--- src/rtl/sap1_ram_loader.sv ---
// Loader that takes over the SAP-1 16x8 program RAM. It drains or halts the CPU,
// writes a byte image from a valid/ready stream, then holds the CPU in reset for two cycles.
module sap1_ram_loader (
    input  logic       clk_i,
    input  logic       rstn_i,
    input  logic       ld_req_i,
    input  logic       ld_valid_i,
    input  logic [7:0] ld_data_i,
    input  logic       ld_last_i,
    output logic       ld_ready_o,
    input  logic       cpu_hltn_i,
    input  logic       cpu_t1_i,
    input  logic [3:0] cpu_addr_i,
    output logic [3:0] ram_addr_o,
    output logic       ram_we_o,
    output logic [7:0] ram_wdata_o,
    output logic       cpu_clk_en_o,
    output logic       cpu_rstn_o,
    output logic       busy_o,
    output logic       done_o,
    output logic [4:0] count_o,
    output logic [1:0] state_o
);

    // Loader stream handshake: a byte moves on every rising edge where
    // ld_valid_i and ld_ready_o are both high. ld_ready_o is high only in LOAD,
    // and the source may change data only after a transfer or while valid is low.

    typedef enum logic [1:0] {
        ST_RUN     = 2'd0,
        ST_DRAIN   = 2'd1,
        ST_LOAD    = 2'd2,
        ST_RELEASE = 2'd3
    } state_t;

    state_t     state_q;
    logic [3:0] wptr_q;
    logic [4:0] count_q;
    logic [1:0] rel_cnt_q;
    logic       done_q;
    logic       armed_q;

    logic in_load;
    logic accept;
    logic start_req;
    logic load_end;
    logic load_abort;

    assign in_load    = (state_q == ST_LOAD);
    assign accept     = in_load & ld_valid_i;
    // A new load needs ld_req_i to have been seen low since the previous one.
    assign start_req  = armed_q & ld_req_i;
    assign load_end   = accept & (ld_last_i | (wptr_q == 4'hF) | ~ld_req_i);
    assign load_abort = in_load & ~ld_valid_i & ~ld_req_i;

    always_ff @(posedge clk_i or negedge rstn_i) begin
        if (!rstn_i) begin
            state_q   <= ST_RUN;
            wptr_q    <= 4'd0;
            count_q   <= 5'd0;
            rel_cnt_q <= 2'd0;
            done_q    <= 1'b0;
            armed_q   <= 1'b0;
        end else begin
            done_q <= 1'b0;
            if (!ld_req_i) begin
                armed_q <= 1'b1;
            end
            case (state_q)
                ST_RUN: begin
                    if (start_req) begin
                        armed_q <= 1'b0;
                        if (!cpu_hltn_i) begin
                            state_q <= ST_LOAD;
                            wptr_q  <= 4'd0;
                            count_q <= 5'd0;
                        end else begin
                            state_q <= ST_DRAIN;
                        end
                    end
                end
                ST_DRAIN: begin
                    if (!ld_req_i) begin
                        state_q <= ST_RUN;
                    end else if (cpu_t1_i || !cpu_hltn_i) begin
                        state_q <= ST_LOAD;
                        wptr_q  <= 4'd0;
                        count_q <= 5'd0;
                    end
                end
                ST_LOAD: begin
                    if (accept) begin
                        wptr_q <= wptr_q + 4'd1;
                        if (count_q != 5'd16) begin
                            count_q <= count_q + 5'd1;
                        end
                    end
                    if (load_end || load_abort) begin
                        state_q   <= ST_RELEASE;
                        rel_cnt_q <= 2'd0;
                    end
                end
                ST_RELEASE: begin
                    if (rel_cnt_q == 2'd1) begin
                        state_q <= ST_RUN;
                        done_q  <= 1'b1;
                    end else begin
                        rel_cnt_q <= rel_cnt_q + 2'd1;
                    end
                end
                default: state_q <= ST_RUN;
            endcase
        end
    end

    assign ld_ready_o  = in_load;
    assign ram_we_o    = ld_valid_i & ld_ready_o;
    assign ram_addr_o  = in_load ? wptr_q : cpu_addr_i;
    assign ram_wdata_o = ld_data_i;
    // Second RELEASE cycle clocks the sequencer while reset is held, parking it at T1.
    assign cpu_clk_en_o = ~(in_load | ((state_q == ST_RELEASE) & (rel_cnt_q == 2'd0)));
    assign cpu_rstn_o   = rstn_i & ~(in_load | (state_q == ST_RELEASE));
    assign busy_o       = (state_q != ST_RUN);
    assign done_o       = done_q;
    assign count_o      = count_q;
    assign state_o      = state_q;

    count_in_range: assert property (@(posedge clk_i) disable iff (!rstn_i) count_q <= 5'd16);
    done_only_in_run: assert property (@(posedge clk_i) disable iff (!rstn_i) done_q |-> (state_q == ST_RUN));

endmodule
--- config.mk ---
export PLATFORM = sky130hd
export DESIGN_NAME = sap1_ram_loader
export DESIGN_NICKNAME = d
export VERILOG_FILES = /design/src/rtl/sap1_ram_loader.sv
export SDC_FILE = /design/constraint.sdc
export NUM_CORES = 1
export LEC_CHECK = 0
export CAP_MARGIN = 0
export CORE_MARGIN = 2
export CORE_UTILIZATION = 40
export CTS_CLUSTER_SIZE = 14
export DETAILED_ROUTE_END_ITERATION = 10
export MAX_ROUTING_LAYER = met4
export PLACE_DENSITY_LB_ADDON = 0.3
export SETUP_SLACK_MARGIN = 0.5
export SLEW_MARGIN = 20
export SYNTH_ARGS = -nofsm -noshare
export SYNTH_HDL_FRONTEND = slang
export SYNTH_SLANG_ARGS = --single-unit
--- constraint.sdc ---
create_clock -name clk_i -period 3.8 [get_ports clk_i]
set_input_delay 0.38 -clock clk_i [delete_from_list [all_inputs] [get_ports clk_i]]
set_output_delay 0.38 -clock clk_i [all_outputs]
set_load 0.1 [all_outputs]
Word level (Yosys, flattened, before mapping). Cells that the tools add are included.

Register bits: 15. Input bits: 19. Output and inout bits: 25. Logic and storage cells: 81.

Add/subtract/negate cells: 3. Equal/unequal tests: 16. Mux-type cells: 29. Bitwise logic cells: 15. Reduce and logical (&&, ||, !) cells: 12.

Operators with widths (count): 5-bit two-way mux (6); 4-bit two-way mux (6); 2-bit two-way mux (8); 5-bit case mux with 3 select lines (1); 2-bit inequality test (second input constant) (6); 4-bit case mux with 3 select lines (1); 2-bit case mux with 4 select lines (1); 1-bit bitwise AND (7); 7-bit AND reduction (1); 2-bit by 1-bit inequality test with 1-bit output (second input constant) (3); 6-bit AND reduction (1); 5-bit by 1-bit adder with 5-bit output (second input constant) (1); 1-bit two-way mux (5); 5-bit inequality test (second input constant) (1); 4-bit by 1-bit adder with 4-bit output (second input constant) (1); 2-bit by 1-bit equality test with 1-bit output (second input constant) (2); 2-bit equality test (second input constant) (2); 4-bit equality test (second input constant) (1); 2-bit logical NOT (2); 1-bit NOT (4); 1-bit OR (4); 2-bit case mux with 2 select lines (1); 4-bit AND reduction (1); 2-bit nonzero test (2); 6 further kinds (7).

Depth between registers and ports, before layout. Gate-level depths: netlist of run 1.

Depth after elaboration: 7. Depth in mapped cells: 8. Gate-level depth less buffers: 6.

Least setup slack after synthesis of run 1. No wires, ideal clock.

Path type: register to output. From: register state_q[0] (netlist: state_o[0]). To: output cpu_clk_en_o. Arrival: 3.305 ns. Required time: 3.420 ns. Path slack: 0.115 ns. Cell stages (with the launch flop): 4. Path buffers: 1. Cell sequence: dfrtp_1 buf_6 inv_6 o21ai_0.

Cells in the longest elaborated chain, start to end: 4. Elaborated cells on any way between the ends: 5. Classes of those cells: 2 x eq/ne; 3 x bitwise.

Ends and longest elaborated chain: start: declaration (line 36) `state_t state_q;`; start signal: assignment (line 58) `state_q <= ST_RUN;`; start signal: assignment (line 74) `state_q <= ST_LOAD;`; start signal: assignment (line 78) `state_q <= ST_DRAIN;`; 2-bit equality test (line 121) `assign cpu_clk_en_o = ~(in_load | ((state_q == ST_RELEASE) & (rel_cnt_q == 2'd0)));`; 1-bit bitwise AND (line 121); 1-bit OR * (line 121); 1-bit NOT * (line 121); end: declaration (line 17) `output logic cpu_clk_en_o,`.

Mark *: on every way between the ends. The rest lies on a longest branch, timed or not.

Worst setup path in the final report of run 1.
From: register state_q[1] (netlist: state_o[1]). To: output ld_ready_o.

Cells in the longest elaborated chain, start to end: 1.

Ends and longest elaborated chain: 2-bit equality test (line 49) `assign in_load = (state_q == ST_LOAD);`; end: declaration (line 10) `output logic ld_ready_o,`.

No other way between the ends.

==> flow_metrics.env, run 1 <==
export IMPL_crit_chain="nand2b_1 -> inv_1 -> clkdlybuf4s50_1"
export IMPL_num_rows=17
export IMPL_layout_drive_gt1_share=0.163
export IMPL_ios=44
export IMPL_hp_class="in -> async"
export IMPL_cp_data_arrival_time_ns=2.45
export IMPL_rsz0062_at_grt="false"
export IMPL_crit_buf_inv=2
export IMPL_grt_total_usage=0.173
export IMPL_wl_per_cell_um=13.9
export IMPL_synth_area_leaders="dfrtp_1, nand2_1, ha_1"
export IMPL_max_slew_margin_rel=0.351
export IMPL_max_freq_mhz=353
export IMPL_first_global_vias=741
export IMPL_cts_resized=0
export IMPL_crit_type="reg -> out"
export IMPL_syn_inst=104
export IMPL_critical_path_max_stage_delay_ns=1.13
export IMPL_die_width_um=53.6
export IMPL_die_h_um=53.6
export IMPL_fin_cells=151
export IMPL_synth_cell_types=32
export IMPL_grt_max_degree=17
export IMPL_ctsHoldBuffers=0
export IMPL_cts_root_buf="clkbuf_4"
export IMPL_crit_family="buffers and inverters"
export IMPL_start_util=0.433
export IMPL_slowest_stage="clkdlybuf4s50_1"
export IMPL_postSynthAreaPerCell_um2=9.47
export IMPL_clk_path_buf_depth=2
export IMPL_io_buffers=27
export IMPL_drv_cap=0
export IMPL_drc=0
export IMPL_fin_nets=148
export IMPL_end_kind="output port"
export IMPL_synth_fp_nets=128
export IMPL_synth_seq_cells=15
export IMPL_core_area_mm2=0.00228
export IMPL_crit_path_start_kind="register"
export IMPL_synth_top_cell_area_share=0.381
export IMPL_tns_ns=0
export IMPL_dr_pass1_iters=4
export IMPL_cts_tree="built"
export IMPL_cts_buffers=3
export IMPL_cts_sinks=15
export IMPL_post_cts_buffers=0
export IMPL_dp_cells=147
export IMPL_dp_hpwl_um=1570
export IMPL_dr_total_vias=800
export IMPL_drt_iter0_markers=7
export IMPL_vias_per_cell=5.30
export IMPL_dieArea_mm2=0.00287
export IMPL_cp_max_fo=14
export IMPL_yosys_warnings=0
export IMPL_final_period_utilization=0.745
export IMPL_hold_viol=0
export IMPL_maxSlewViolCount=0
export IMPL_syn_area_um2=985
export IMPL_overflow=0
export IMPL_area_delta_synth_final_pct=22.5
export IMPL_place_congestion=0.735
export IMPL_final_antenna_net_count=0
export IMPL_grt_pass1_wl_um=3460
export IMPL_final_period_minus_worst_setup_slack_ns=2.83
export IMPL_worstPathRequired_ns=3.42
export IMPL_status="finished, final reports clean"
export IMPL_yosys_area_top_type="dfrtp_1"
export IMPL_clk_pin_slew_ns=0.11
export IMPL_finish_utilization=0.530
export IMPL_drt_wl_total_um=2100
export IMPL_ys_seq_area_frac=0.381
export IMPL_finalClockSkew_ns=0.0157
export IMPL_clk_latency_ns=0.30
export IMPL_worst_pin_slew_ns=0.970
export IMPL_placed_cell_area_mm2=0.00118
export IMPL_setup_viol=0
export IMPL_antenna_found_initial=0
export IMPL_postLayoutCellArea_mm2=0.00121
export IMPL_diodes=0
export IMPL_htree_num_levels=1
==> worst register-to-register path: cells and delay by family (launching register included) <==
kind               cells  cell delay [ns]
and+or+nand+nor        1             0.59
DFF                    1             0.58
AOI/OAI and AO/OA      2             0.35
==> placed cells by master (no fill, tap or decap), types with 2 or more instances in the layout <==
| cell | count |
|---|---|
| nor2b_1 | 2 |
| nand2_1 | 17 |
| dfrtp_1 | 15 |
| nand2b_1 | 3 |
| ha_1 | 5 |
| inv_1 | 5 |
| xor2_1 | 4 |
| clkbuf_4 | 3 |
| nand4_1 | 5 |
| nor2_1 | 5 |
| nand3b_1 | 2 |
| o21ai_0 | 3 |
| buf_4 | 6 |
| clkdlybuf4s50_1 | 21 |
| mux2_2 | 4 |
| a21oi_1 | 4 |
| nand4b_1 | 2 |
==> cell type report <==
cell class | count | area, µm²
fill | 217 | 1070
multi-input combinational | 70 | 479
sequential | 15 | 375
timing repair buffer | 27 | 255
tap | 28 | 35.0
inverter | 7 | 31.3
clock buffer | 3 | 22.5
clock inverter | 1 | 7.51
==> per-stage QoR <==
step	setup WS (ns)	hold WS (ns)
4_1_cts	0.952	0.517
3_3_place_gp	1.33	0.495
2_1_floorplan	0.875	0.0844
6_report	0.968	0.497
3_5_place_dp	1.29	0.495
5_1_grt	0.873	0.554
==> logic make-up (layout without fill, tap and decap cells) <==
logic type | after synthesis | in the layout | synth area share
muxes | 4 | 4 | 0.0457
and+or+nand+nor | 44 | 44 | 0.259
adders and majority gates | 5 | 5 | 0.0635
DFF | 15 | 15 | 0.381
xor gates and xnor gates | 4 | 4 | 0.0356
AOI/OAI and AO/OA | 13 | 13 | 0.0826
buffers and inverters | 19 | 38 | 0.132
==> routing by layer <==
layer	routed length, µm	GRT usage	vias to the layer above
met5	0	-	-
met4	12	0.0342	0
li1	-	-	383
met1	903	0.210	384
met2	1040	0.284	29
met3	144	0.0556	4
==> final timing paths <==
check / from / endpoint / slack, ns / cells past startpoint
hold / removal: rstn_i / state_o[0] / 0.50 / 1
max in group asynchronous: rstn_i / armed_q / 2.84 / 1
setup / recovery: state_o[1] / ld_ready_o / 0.97 / 3
hold reg to reg: armed_q / armed_q / 0.51 / 2
min in group clk_i: armed_q / armed_q / 0.51 / 2
setup reg to reg: state_o[0] / wptr_q[1] / 2.15 / 3
==> sequential cells by signal (all words and copies together), names as in the netlist <==
name / cells
count_o: 5
wptr_q: 4
rel_cnt_q: 2
state_o: 2
armed_q: 1
done_o: 1
==> cells in the mapped netlist <==
cell type	count
nand2b_1	3
nand3b_1	2
nor2b_1	2
nand3_4	1
o311ai_1	1
mux2_2	4
o2bb2ai_1	1
nor2_1	5
a22o_1	1
nor3_4	1
nor3b_1	1
o211ai_1	1
o21ai_0	4
inv_6	1
nand4b_1	2
a21o_1	1
nor3b_2	1
buf_6	3
dfrtp_1	15
buf_2	1
nand2_1	17
ha_1	5
a21oi_1	4
inv_2	1
nand4_1	5
or3_1	1
or2_2	1
and3_1	1
xor2_1	4
nand3_1	1
inv_1	5
buf_4	8
Power of run 1 is left out: the tool's default activity adds up to more than one toggle a clock period on the data nets, which glitch-free logic cannot reach.
==> run 2: changes to the inputs <==
--- a/config.mk
+++ b/config.mk
@@ -6,8 +6,9 @@
 export NUM_CORES = 1
 export LEC_CHECK = 0
 export CAP_MARGIN = 0
+export CORE_ASPECT_RATIO = 2
 export CORE_MARGIN = 2
-export CORE_UTILIZATION = 40
+export CORE_UTILIZATION = 37
 export CTS_CLUSTER_SIZE = 14
 export DETAILED_ROUTE_END_ITERATION = 10
 export MAX_ROUTING_LAYER = met4
==> constraint.sdc (replaced) <==
create_clock -name clk_i -period 2.4 [get_ports clk_i]
set_input_delay 0.24 -clock clk_i [delete_from_list [all_inputs] [get_ports clk_i]]
set_output_delay 0.24 -clock clk_i [all_outputs]
set_load 0.1 [all_outputs]
==> run 2 against run 1 <==
  * Global-route usage shrank 1.4 points
  * Flip-flop and latch count is the same
  * Sequential share of layout area shrank 2.5 points
  * First-iteration DRC count grew 43%
  * Wire length shrank 3.4%
  * Clock skew shrank 0.015 ns
  * Final cell count grew 0.66%
  * Count of clock-buffer cells in the layout grew 1
  * Critical path depth is the same
  * Worst hold slack lost 0.19 ns
  * Register-to-register slack lost 1.2 ns
  * Critical path type unchanged
  * Largest cell class unchanged
  * Highest routed layer unchanged
==> flow_metrics.env, run 2 (synthesis results as in run 1) <==
export IMPL_first_global_vias=809
export IMPL_crit_path_start_kind="register"
export IMPL_ios=44
export IMPL_wl_met2_um=1130
export IMPL_grt_total_usage=0.159
export IMPL_mostFrequentLayoutCell="nand2_1"
export IMPL_drc=0
export IMPL_cts_tree="built"
export IMPL_end_kind="output port"
export IMPL_wl_per_cell_um=13.3
export IMPL_route_met3_wl_um=112
export IMPL_maxSlewViolCount=0
export IMPL_dp_hpwl_um=1570
export IMPL_vias_per_cell=5.34
export IMPL_diodes=0
export IMPL_largest_reg_flops=5
export IMPL_drt_wl_total_um=2030
export IMPL_clk_pin_slew_ns=0.06
export IMPL_wl_met1_um=749
export IMPL_core_area_mm2=0.00254
export IMPL_final_period_minus_worst_setup_slack_ns=1.77
export IMPL_clk_path_buf_depth=2
export IMPL_cp_max_fo=14
export IMPL_crit_type="reg -> out"
export IMPL_worstPathRequired_ns=2.16
export IMPL_crit_chain="nand2b_4 -> mux2_2 -> buf_12"
export IMPL_max_freq_mhz=564
export IMPL_final_antenna_net_count=0
export IMPL_crit_buf_inv=1
export IMPL_area_delta_synth_final_pct=35.8
export IMPL_fin_nets=149
export IMPL_cts_root_buf="clkbuf_8"
export IMPL_rsz0062_at_grt="false"
export IMPL_worst_pin_slew_ns=0.625
export IMPL_layout_drive_gt1_share=0.315
export IMPL_drt_iter0_markers=10
export IMPL_place_congestion=0.739
export IMPL_die_h_um=77.0
export IMPL_slowest_stage="dfrtp_2"
export IMPL_num_rows=26
export IMPL_grt_max_degree=17
export IMPL_final_cell_mix="nand2_1, dfrtp_1, buf_4"
export IMPL_setup_viol=0
export IMPL_io_buffers=27
export IMPL_hold_viol=0
export IMPL_cp_data_arrival_time_ns=1.53
export IMPL_multi_input_area_um2=517
export IMPL_tns_ns=0
export IMPL_start_util=0.388
export IMPL_hp_class="in -> async"
export IMPL_finalClockSkew_ns=0.00103
export IMPL_top_layer="met4"
export IMPL_critical_path_max_stage_delay_ns=0.53
export IMPL_fillerInstances=244
export IMPL_ctsHoldBuffers=0
export IMPL_crit_family="flip-flops"
export IMPL_drv_cap=0
export IMPL_clk_latency_ns=0.25
export IMPL_cts_buffers=3
export IMPL_final_period_utilization=0.739
export IMPL_status="finished, final reports clean"
export IMPL_seq_area_um2=383
export IMPL_antenna_found_initial=0
export IMPL_dieArea_mm2=0.00312
export IMPL_overflow=0
export IMPL_htree_num_levels=1
export IMPL_cts_sinks=15
export IMPL_max_slew_margin_rel=0.581
export IMPL_die_width_um=40.5
export IMPL_grt_pass1_wl_um=3420
export IMPL_dr_pass1_iters=4
export IMPL_dr_total_vias=811
run 2: changes by cell type in the layout (fill, tap and decap cells not counted), moves of 3 or more:
cell,delta
buf_12,+7
dfrtp_1,-4
dfrtp_2,+3
mux2_4,+3
mux2_2,-3
buf_4,+5
clkbuf_4,-3
clkdlybuf4s50_1,-11
clkbuf_8,+3
run 2: repair_timing:
item,4_1_cts,5_1_grt
pin swaps,0,0
setup endpoints to repair,4,4
resized for setup,1,1
buffers inserted,0,0
run 2: final timing paths:
path | startpoint | end | slack [ns] | cells after the start
worst max-delay path | state_o[1] | ram_addr_o[3] | 0.63 | 3
worst min-delay path | rstn_i | armed_q | 0.31 | 2
worst max register to register | armed_q | count_o[1] | 0.93 | 4
worst min register to register | armed_q | armed_q | 0.51 | 2
max in group asynchronous | rstn_i | state_o[0] | 1.89 | 2
min in group clk_i | ld_data_i[3] | ram_wdata_o[3] | 0.48 | 0
run 2: metal layers:
layer | GRT usage | vias up
li1 | - | 385
met1 | 0.167 | 394
met2 | 0.259 | 28
met3 | 0.0347 | 4
met4 | 0.0800 | 0
met5 | - | -
run 2: cell type report:
class / count / area share
clock buffers: 4 / 0.0337
inverters: 7 / 0.0262
multi-input cells: 70 / 0.386
flip-flops and latches: 15 / 0.286
well taps: 28 / 0.0262
repair buffers: 28 / 0.241
run 2: stage by stage:
| stage | utilization | hold WS [ns] | cells | worst slack (ns) | area [µm²] |
|---|---|---|---|---|---|
| 2_1_floorplan | - | -0.0556 | 104 | 0.495 | 1030 |
| 3_3_place_gp | 0.506 | 0.481 | 148 | 0.669 | 1280 |
| 3_5_place_dp | 0.506 | 0.481 | 148 | 0.582 | 1280 |
| 4_1_cts | 0.525 | 0.320 | 152 | 0.514 | 1330 |
| 5_1_grt | 0.527 | 0.335 | 152 | 0.556 | 1340 |
| 6_report | 0.527 | 0.311 | 152 | 0.627 | 1340 |
Power of run 2 is left out for the same reason.
